<file path="config.mk">
export PLATFORM = sky130hd
export DESIGN_NAME = mdu_div_flat
export DESIGN_NICKNAME = d
export VERILOG_FILES = /design/src/rtl/mdu_div_if.sv /design/src/rtl/mdu_div.sv /design/src/flat_wrapper.sv
export SDC_FILE = /design/constraint.sdc
export NUM_CORES = 1
export LEC_CHECK = 0
export ABC_AREA = 1
export CELL_PAD_IN_SITES_DETAIL_PLACEMENT = 0
export CELL_PAD_IN_SITES_GLOBAL_PLACEMENT = 1
export CORE_MARGIN = 4
export CORE_UTILIZATION = 42
export CTS_BUF_LIST = sky130_fd_sc_hd__clkbuf_16
export DETAILED_ROUTE_END_ITERATION = 6
export PLACE_DENSITY = 0.84
export SYNTH_ARGS = -nofsm -noshare
export SYNTH_HDL_FRONTEND = slang
export SYNTH_SLANG_ARGS = --single-unit
export TNS_END_PERCENT = 20
</file>
<file path="constraint.sdc">
create_clock -name clk -period 4.86 [get_ports clk]
set_clock_uncertainty 0.05 [all_clocks]
set_input_delay 1.458 -clock clk [delete_from_list [all_inputs] [get_ports clk]]
set_output_delay 1.458 -clock clk [all_outputs]
set_load 0.1 [all_outputs]
</file>
<file path="src/rtl/mdu_div_if.sv">
// CPU-side handshake bundle for the MDU divider: request strobe and operands
// going in, result, result-valid and busy coming back.
interface mdu_div_if #(
  parameter int XLEN = 32
);
  logic            div_in_valid;
  logic [2:0]      funct3;
  logic [XLEN-1:0] div_in_1;
  logic [XLEN-1:0] div_in_2;
  logic            cpu_busy;
  logic [XLEN-1:0] div_out;
  logic            div_out_valid;
  logic            div_busy;

  // CPU side: issues requests and applies back-pressure on the result
  modport master (
    output div_in_valid, funct3, div_in_1, div_in_2, cpu_busy,
    input  div_out, div_out_valid, div_busy
  );

  // Divider side
  modport slave (
    input  div_in_valid, funct3, div_in_1, div_in_2, cpu_busy,
    output div_out, div_out_valid, div_busy
  );
endinterface

</file>
<file path="src/rtl/mdu_div.sv">
// Iterative radix-2 restoring divider for RV32M DIV/DIVU/REM/REMU.
// Works on magnitudes, one quotient bit per cycle, and applies the sign
// fix-up when registering the result. Divide-by-zero and signed overflow
// are resolved at accept time and skip the iteration loop entirely.
module mdu_div #(
  parameter int XLEN  = 32,
  parameter int CNT_W = 6
) (
  input  logic      clk,
  input  logic      rst_n,
  mdu_div_if.slave  bus
);

  typedef enum logic [1:0] {
    IDLE = 2'd0,
    CALC = 2'd1,
    DONE = 2'd2
  } state_t;

  localparam logic [XLEN-1:0] ALL_ONES = {XLEN{1'b1}};
  localparam logic [XLEN-1:0] MIN_NEG  = {1'b1, {(XLEN-1){1'b0}}};
  localparam logic [CNT_W-1:0] LAST_ITER = CNT_W'(XLEN - 1);

  state_t            state, state_next;
  logic              op_rem_r;     // 1: remainder result, 0: quotient
  logic              quo_neg_r;
  logic              rem_neg_r;
  logic [XLEN-1:0]   divisor_r;    // divisor magnitude
  logic [2*XLEN-1:0] acc_r;        // {partial remainder, quotient/dividend}
  logic [CNT_W-1:0]  cnt_r;
  logic [XLEN-1:0]   div_out_r;

  // Request decode
  logic            accept;
  logic            is_signed;
  logic [XLEN-1:0] abs_1, abs_2;
  logic            div_by_zero, sgn_overflow, special;
  logic [XLEN-1:0] special_result;

  // One restoring step
  logic [XLEN:0]     trial;        // shifted partial remainder, 33-bit safe
  logic              trial_ge;
  logic [XLEN-1:0]   trial_diff;
  logic [2*XLEN-1:0] acc_next;
  logic [XLEN-1:0]   quo_fix, rem_fix;

  assign accept    = bus.div_in_valid && bus.funct3[2] && (state == IDLE);
  assign is_signed = !bus.funct3[0];

  // Magnitude of 0x80000000 wraps back to 0x80000000, which is correct when
  // read as unsigned -- the datapath treats magnitudes as unsigned.
  assign abs_1 = (is_signed && bus.div_in_1[XLEN-1]) ? -bus.div_in_1 : bus.div_in_1;
  assign abs_2 = (is_signed && bus.div_in_2[XLEN-1]) ? -bus.div_in_2 : bus.div_in_2;

  assign div_by_zero  = (bus.div_in_2 == '0);
  assign sgn_overflow = is_signed && (bus.div_in_1 == MIN_NEG) && (bus.div_in_2 == ALL_ONES);
  assign special      = div_by_zero || sgn_overflow;

  // Architected results for the cases that bypass the iteration loop
  always_comb begin
    // NOTE: every always_comb output gets a default first so no path leaves it unassigned (no latch).
    special_result = '0;
    if (div_by_zero)
      special_result = bus.funct3[1] ? bus.div_in_1 : ALL_ONES;
    else if (sgn_overflow)
      special_result = bus.funct3[1] ? '0 : MIN_NEG;
  end

  // Shift left by one, trial-subtract the divisor, keep or restore
  always_comb begin
    trial      = acc_r[2*XLEN-1:XLEN-1];
    trial_ge   = (trial >= {1'b0, divisor_r});
    trial_diff = trial[XLEN-1:0] - divisor_r;
    acc_next   = {acc_r[2*XLEN-2:0], 1'b0};
    if (trial_ge)
      acc_next = {trial_diff, acc_r[XLEN-2:0], 1'b1};
  end

  // Sign fix-up of the final quotient and remainder; zero is never negated
  always_comb begin
    quo_fix = quo_neg_r ? -acc_next[XLEN-1:0] : acc_next[XLEN-1:0];
    rem_fix = acc_next[2*XLEN-1:XLEN];
    if (rem_neg_r && (acc_next[2*XLEN-1:XLEN] != '0))
      rem_fix = -acc_next[2*XLEN-1:XLEN];
  end

  // State register
  always_ff @(posedge clk or negedge rst_n) begin
    // NOTE: sequential state uses non-blocking (<=) so every register samples pre-edge values.
    if (!rst_n) state <= IDLE;
    else        state <= state_next;
  end

  // Next-state: special cases jump straight to DONE; DONE waits for the CPU
  always_comb begin
    state_next = state;
    case (state)
      IDLE: if (accept) state_next = special ? DONE : CALC;
      CALC: if (cnt_r == LAST_ITER) state_next = DONE;
      DONE: if (!bus.cpu_busy) state_next = IDLE;
      default: state_next = IDLE;
    endcase
  end

  // Operand capture, iteration and result registration
  always_ff @(posedge clk or negedge rst_n) begin
    // NOTE: datapath registers are reset too, so an aborted operation leaves nothing stale behind.
    if (!rst_n) begin
      op_rem_r  <= 1'b0;
      quo_neg_r <= 1'b0;
      rem_neg_r <= 1'b0;
      divisor_r <= '0;
      acc_r     <= '0;
      cnt_r     <= '0;
      div_out_r <= '0;
    end else begin
      case (state)
        IDLE: if (accept) begin
          op_rem_r  <= bus.funct3[1];
          quo_neg_r <= is_signed && (bus.div_in_1[XLEN-1] ^ bus.div_in_2[XLEN-1]) && !div_by_zero;
          rem_neg_r <= is_signed && bus.div_in_1[XLEN-1];
          divisor_r <= abs_2;
          acc_r     <= {{XLEN{1'b0}}, abs_1};
          cnt_r     <= '0;
          if (special) div_out_r <= special_result;
        end
        CALC: begin
          acc_r <= acc_next;
          cnt_r <= cnt_r + 1'b1;
          if (cnt_r == LAST_ITER) div_out_r <= op_rem_r ? rem_fix : quo_fix;
        end
        default: ;
      endcase
    end
  end

  assign bus.div_out       = div_out_r;
  assign bus.div_out_valid = (state == DONE);
  assign bus.div_busy      = (state != IDLE);

endmodule

</file>
<file path="src/flat_wrapper.sv">
// flat-port wrapper written by rule: the top's interface ports become plain ports
module mdu_div_flat 
#(
  parameter int XLEN  = 32,
  parameter int CNT_W = 6
)
  (clk, rst_n, bus_div_in_valid, bus_funct3, bus_div_in_1, bus_div_in_2, bus_cpu_busy, bus_div_out, bus_div_out_valid, bus_div_busy);
  mdu_div_if #(.XLEN(XLEN)) bus_i ();
  input  logic clk;
  input  logic rst_n;
  input wire logic [$bits(bus_i.div_in_valid)-1:0] bus_div_in_valid;
  input wire logic [$bits(bus_i.funct3)-1:0] bus_funct3;
  input wire logic [$bits(bus_i.div_in_1)-1:0] bus_div_in_1;
  input wire logic [$bits(bus_i.div_in_2)-1:0] bus_div_in_2;
  input wire logic [$bits(bus_i.cpu_busy)-1:0] bus_cpu_busy;
  output wire logic [$bits(bus_i.div_out)-1:0] bus_div_out;
  output wire logic [$bits(bus_i.div_out_valid)-1:0] bus_div_out_valid;
  output wire logic [$bits(bus_i.div_busy)-1:0] bus_div_busy;
  assign bus_i.div_in_valid = bus_div_in_valid;
  assign bus_i.funct3 = bus_funct3;
  assign bus_i.div_in_1 = bus_div_in_1;
  assign bus_i.div_in_2 = bus_div_in_2;
  assign bus_i.cpu_busy = bus_cpu_busy;
  assign bus_div_out = bus_i.div_out;
  assign bus_div_out_valid = bus_i.div_out_valid;
  assign bus_div_busy = bus_i.div_busy;
  mdu_div #(.XLEN(XLEN), .CNT_W(CNT_W)) u_core (.clk(clk), .rst_n(rst_n), .bus(bus_i));
endmodule
</file>
# Yosys cells after proc, flatten, opt, wreduce, memory -nomap -nowiden
# Cells that the tools add are included.
# classes
addsub	6
magnitude_cmp	1
eq_ne	9
mux	23
n_bitwise	1
reduce_logical	21
# ops
operator	n
$mux 32	12
$mux 64	2
$neg 32->32	4
$pmux 64 s2	1
$eq 32x32->1 const B	2
$pmux 32 s2	1
$ge 33x32->1	1
$logic_not 32->1	1
$reduce_bool 32->1	1
$sub 32x32->32	1
$pmux 6 s2	1
$logic_and 1x1->1	9
$mux 2	4
$add 6x1->6 const B	1
$eq 6x5->1 const B	1
$mux 6	1
$ne 2x1->1 const B	3
$pmux 2 s3	1
$reduce_and 2->1	2
$reduce_and 4->1	1
$reduce_bool 2->1	2
$reduce_and 3->1	1
$eq 2x1->1 const B	1
$eq 2x2->1 const B	1
5 further kinds	6
# totals
ff_bits	139
output_inout_bits	34
elab_cells	69

# Logic depth before layout (Yosys ltp)
# logic_depth
ltp_word	8
mapped_depth	29
depth_no_buf	28

# Worst setup path after synthesis
# OpenSTA, ideal clock, no wires.
# synth_timing
kind	input to register
start	input bus_div_in_2[0]
end	register u_core.div_out_r[16] (netlist: u_core.bus.div_out[16])
arrival_time_ps	3540
required_time_ps	4742
setup_slack_ps	1203
cell_stages	15
path_buffers	1
path_cell_list	inv_1 > ha_1 > inv_1 > nor3_1 > nand3_1 > nor3_2 > nand3_1 > nor3_1 > nand3_1 > nor3_2 > clkbuf_1 > o21ai_0 > a21oi_1 > nand2_1 > nand2_1
# synth_via
elab_chain_cells	7
# synth_lines
item	line_no	text
from (decl)	flat_wrapper.sv:14	input wire logic [$bits(bus_i.div_in_2)-1:0] bus_div_in_2;
$eq 32x32->1	mdu_div.sv:56	assign sgn_overflow = is_signed && (bus.div_in_1 == MIN_NEG) && (bus.div_in_2 == ALL_ONES);
$logic_and 1x1->1	mdu_div.sv:56	
$mux 32	mdu_div.sv:65	else if (sgn_overflow)
$mux 32	mdu_div.sv:63	if (div_by_zero)
$mux 32	mdu_div.sv:125	if (special) div_out_r <= special_result;
$mux 32	mdu_div.sv:118	IDLE: if (accept) begin
$pmux 32 s2	mdu_div.sv:117	case (state)
to (signal assigned)	mdu_div.sv:125	
to (signal assigned)	mdu_div.sv:130	if (cnt_r == LAST_ITER) div_out_r <= op_rem_r ? rem_fix : quo_fix;
to (decl)	mdu_div.sv:31	logic [XLEN-1:0] div_out_r;
# Several ways; a longest one is shown, not always the timed one. The select of a mux whose other input is x is not followed.
# A chain may end at the register's enable or synchronous reset.

# Final worst setup path
# layout_timing
start	register u_core.divisor_r[27]
end	register u_core.div_out_r[26] (netlist: u_core.bus.div_out[26])
# layout_via
elab_chain_cells	8
# layout_lines
item	line_no	text
from (decl)	mdu_div.sv:28	logic [XLEN-1:0] divisor_r;
from (signal assigned)	mdu_div.sv:122	divisor_r <= abs_2;
$sub 32x32->32 or $ge 33x32->1 (tied branches)	mdu_div.sv:73, mdu_div.sv:72	
$mux 64 (*)	mdu_div.sv:75	if (trial_ge)
branches (longest 3 deep; another with $neg 32->32)	n/a	
$mux 32 (*) (2 in a row)	mdu_div.sv:130	
$pmux 32 s2 (*)	mdu_div.sv:117	
# Mark *: on every way between the ends. The select of a mux whose other input is x is not followed.

==> results.cfg <==
[setup_path]
required_ns = 5.19
crit_type = flip-flop to flip-flop
crit_top_cell = nand2_1
critPathArrivalTime_ns = 4.77
max_stage_delay_ns = 0.38
rr_endpoint = u_core.bus.div_out[26]$_DFFE_PN0P_
endpoint = u_core.bus.div_out[26]$_DFFE_PN0P_
cp-end-kind = flip-flop
reg2reg_setup_slack_ns = 0.43
crit_slowest_cell = dfrtp_1
worst-r2r-cell-count = 23
cp-start-kind = flip-flop
critPathLaunch = u_core.divisor_r[27]$_DFFE_PN0P_
cp_cell_sequence = inv_1 > ha_1 > nand2_1 > inv_1 > nand2_1 > nand2_1 > a21oi_1 > nand3_2 > inv_4 > nand2_8 > nand2_1 > nand2_1 > nor2_1 > nand2_1 > nor2_1 > nand3_1 > nand2_1 > nand2_2 > nand3_1 > nand3_1 > nand2_1 > nand2_1 > nand2_1
timing.rr.start = u_core.divisor_r[27]$_DFFE_PN0P_
critical_path_peak_fanout = 41

[synth]
synth_top_area_share_pct = 26.4
netlist_instances = 2185
ys.flop_type = dfrtp_1
async_reset_ff_share_pct = 100
synth_cell_types = 54
synth_seq_area_share_pct = 26.4
syn-num-nets = 2294
synth_edf_count = 0
synth_warnings = 0
ys_top_cells_by_area = dfrtp_1 (26%), nand2_1 (22%), inv_1 (8.7%), nor2_1 (5.6%), o21ai_0 (5.2%)
syn_area_per_cell_um2 = 6.03
synth_top_cell_by_area = dfrtp_1
ys_seq_elements = 139
netlist_area_mm2 = 0.0132

[die]
die-area_mm2 = 0.0343
rows = 64
die_x_um = 185
start_util_pct = 42.8
core_mm2 = 0.0307
ios = 105
die_y_um = 185

[clocking]
hold_buffers = 0
cts_tree = done
clock_latency_ns = 0.45
cts.clk_slew.worst_paths_ns = 0.06
cts_buffer_depth = 2
cts_root_buf = clkbuf_16
ctsHtreeMaxLevel = 4
cts_resized = 0
cts_buffers = 17
cts.sinks = 139
postCtsSetupBuffers = 0

[min_path]
hp-class = flip-flop to flip-flop
min_path_cells = 2

[global_route]
grt_pass1_wl_um = 77600
grt_antenna_before_repair = 0
grt_start_max_net_pins = 84
gr-usage-all-layers_pct = 29.1
grt_pass1_vias = 13878
overflow = 0

[layout]
area_delta_synth_final_pct = 15.6
n_antenna_cell = 0
seq_area_mm2 = 0.00348
fillers = 3262
fin_nets = 2367
multi_input_area_mm2 = 0.00817
design_area_mm2 = 0.0152
drive_above_1_share_pct = 5.02
finish.utilization_pct = 49.5

[route]
num_vias = 14531
first_pass_iters = 5
wirelength_um = 49700
ant_nets = 0
wl_per_cell_um = 18.6
drt_iter0_drc = 1393
route.detailed.drc = 0
vias_per_cell = 5.45

[placed_design]
hpwlAfterDp_um = 38700
gp_congestion = 0.954
placed_area_mm2 = 0.0145
port_buffers = 104

[timing]
slew-limit-headroom_pct = 32.3
timing.fmax_mhz = 225
grt_setup_unrepaired = no
fin_crit_ns = 4.43
setup_viol = 0
worst_pin_slew_ns = 1.01
fin_crit_sh_pct = 91.2
hold_ws_ns = 0.431
drv_slew = 0
fin_tns_setup_ns = 0
finalHoldViolations = 0

[run_status]
status = completed

[flow_run]
cap_viol_max_count = 0
-- cells in the mapped netlist (all sizes together), types with 2 or more instances --
master,instances
nor3,30
o31ai,3
ha,37
xnor2,20
a211oi,3
inv,310
o22ai,14
a31oi,6
nand3,136
nor4,14
o21ai,139
o211ai,3
or2,3
dfrtp,139
nand4,41
clkbuf,51
nor2,213
a21oi,97
nand3b,4
xor2,61
buf,24
a32o,5
o221ai,31
and2,3
o41ai,2
nand2,785
-- worst max-delay path: cells and delay by family (launching register included) --
| family | cells | cell delay (ns) |
|---|---|---|
| simple gates | 18 | 2.79 |
| flops | 1 | 0.38 |
| fa+ha+maj | 1 | 0.32 |
| buf+inv | 3 | 0.52 |
| compound gates | 1 | 0.27 |
-- through the flow --
stage / std cells / setup slack (ns)
6_report: 2666 / 0.425
2_1_floorplan: 2185 / 1.20
5_1_grt: 2666 / 0.0401
3_3_place_gp: 2635 / 0.416
4_1_cts: 2666 / 0.554
3_5_place_dp: 2635 / 0.376
-- per-layer routing --
| layer | share of wire, % | global-route usage, % | up-vias |
|---|---|---|---|
| met1 | 45 | 41.4 | 6757 |
| met4 | 2.3 | 8.37 | 0 |
| met5 | 0 | 0 | - |
| met2 | 43 | 44.2 | 570 |
| li1 | - | - | 7136 |
| met3 | 9.4 | 7.15 | 68 |
-- sequential cells by signal, summed over array words and instances (netlist names) --
register and count:
u_core.state 2, u_core.quo_neg_r 1, u_core.divisor_r 32, u_core.rem_neg_r 1, u_core.acc_r 64, u_core.bus.div_out 32, u_core.op_rem_r 1, u_core.cnt_r 6
-- layout by cell type, fill, tap and decap left out, types with 3 or more instances in the layout --
master             n
nand3_2            4
nor2_1           197
inv_2              4
o22ai_1           14
xor2_1            61
dfrtp_1          139
a32o_1             5
nand3b_1           4
clkinv_4           3
o31ai_1            3
xnor2_1           20
nor3_2             3
nand2_2           21
nor3_1            27
nand2_1          760
nor2_2            14
inv_1            307
bufinv_16          7
o221ai_1          31
or2_2              3
nor4_1            14
a31oi_1            6
o21ai_0          136
nand4_1           41
and2_1             3
o211ai_1           3
a21oi_1           96
buf_4             24
clkdlybuf4s50_1  103
nand2_4            3
clkbuf_16         17
a211oi_1           3
nand3_1          132
ha_1              37
-- logic make-up after synthesis --
family / synth area share (%)
adder cells (fa/ha/maj): 3.67
multiplexers: 0.0760
XOR/XNOR: 5.38
flip-flops: 26.4
AO/OA/AOI/OAI: 13.6
AND/OR/NAND/NOR: 39.2
buffers and inverters: 11.7
-- how the worst min path moves through the flow --
stage	startpoint	to	slack [ns]
after global placement	u_core.divisor_r[18]$_DFFE_PN0P_	u_core.divisor_r[18]$_DFFE_PN0P_	0.42
final	u_core.bus.div_out[13]$_DFFE_PN0P_	u_core.bus.div_out[13]$_DFFE_PN0P_	0.43
after floorplan	u_core.divisor_r[10]$_DFFE_PN0P_	u_core.divisor_r[10]$_DFFE_PN0P_	0.40
after CTS	u_core.bus.div_out[13]$_DFFE_PN0P_	u_core.bus.div_out[13]$_DFFE_PN0P_	0.43
after detailed placement	u_core.bus.div_out[13]$_DFFE_PN0P_	u_core.bus.div_out[13]$_DFFE_PN0P_	0.42
after global routing	u_core.divisor_r[16]$_DFFE_PN0P_	u_core.divisor_r[16]$_DFFE_PN0P_	0.46
-- cell type report --
type,instances,area share [%]
clock buffers,17,2.79
clock inverters,14,1.66
multi-input cells,1661,53.6
well taps,396,3.25
repair buffers,129,8.16
inverters,310,7.66
flip-flops and latches,139,22.8
Power is left out: the tool's default activity adds up to more than one toggle a clock period on the data nets, which glitch-free logic cannot reach.
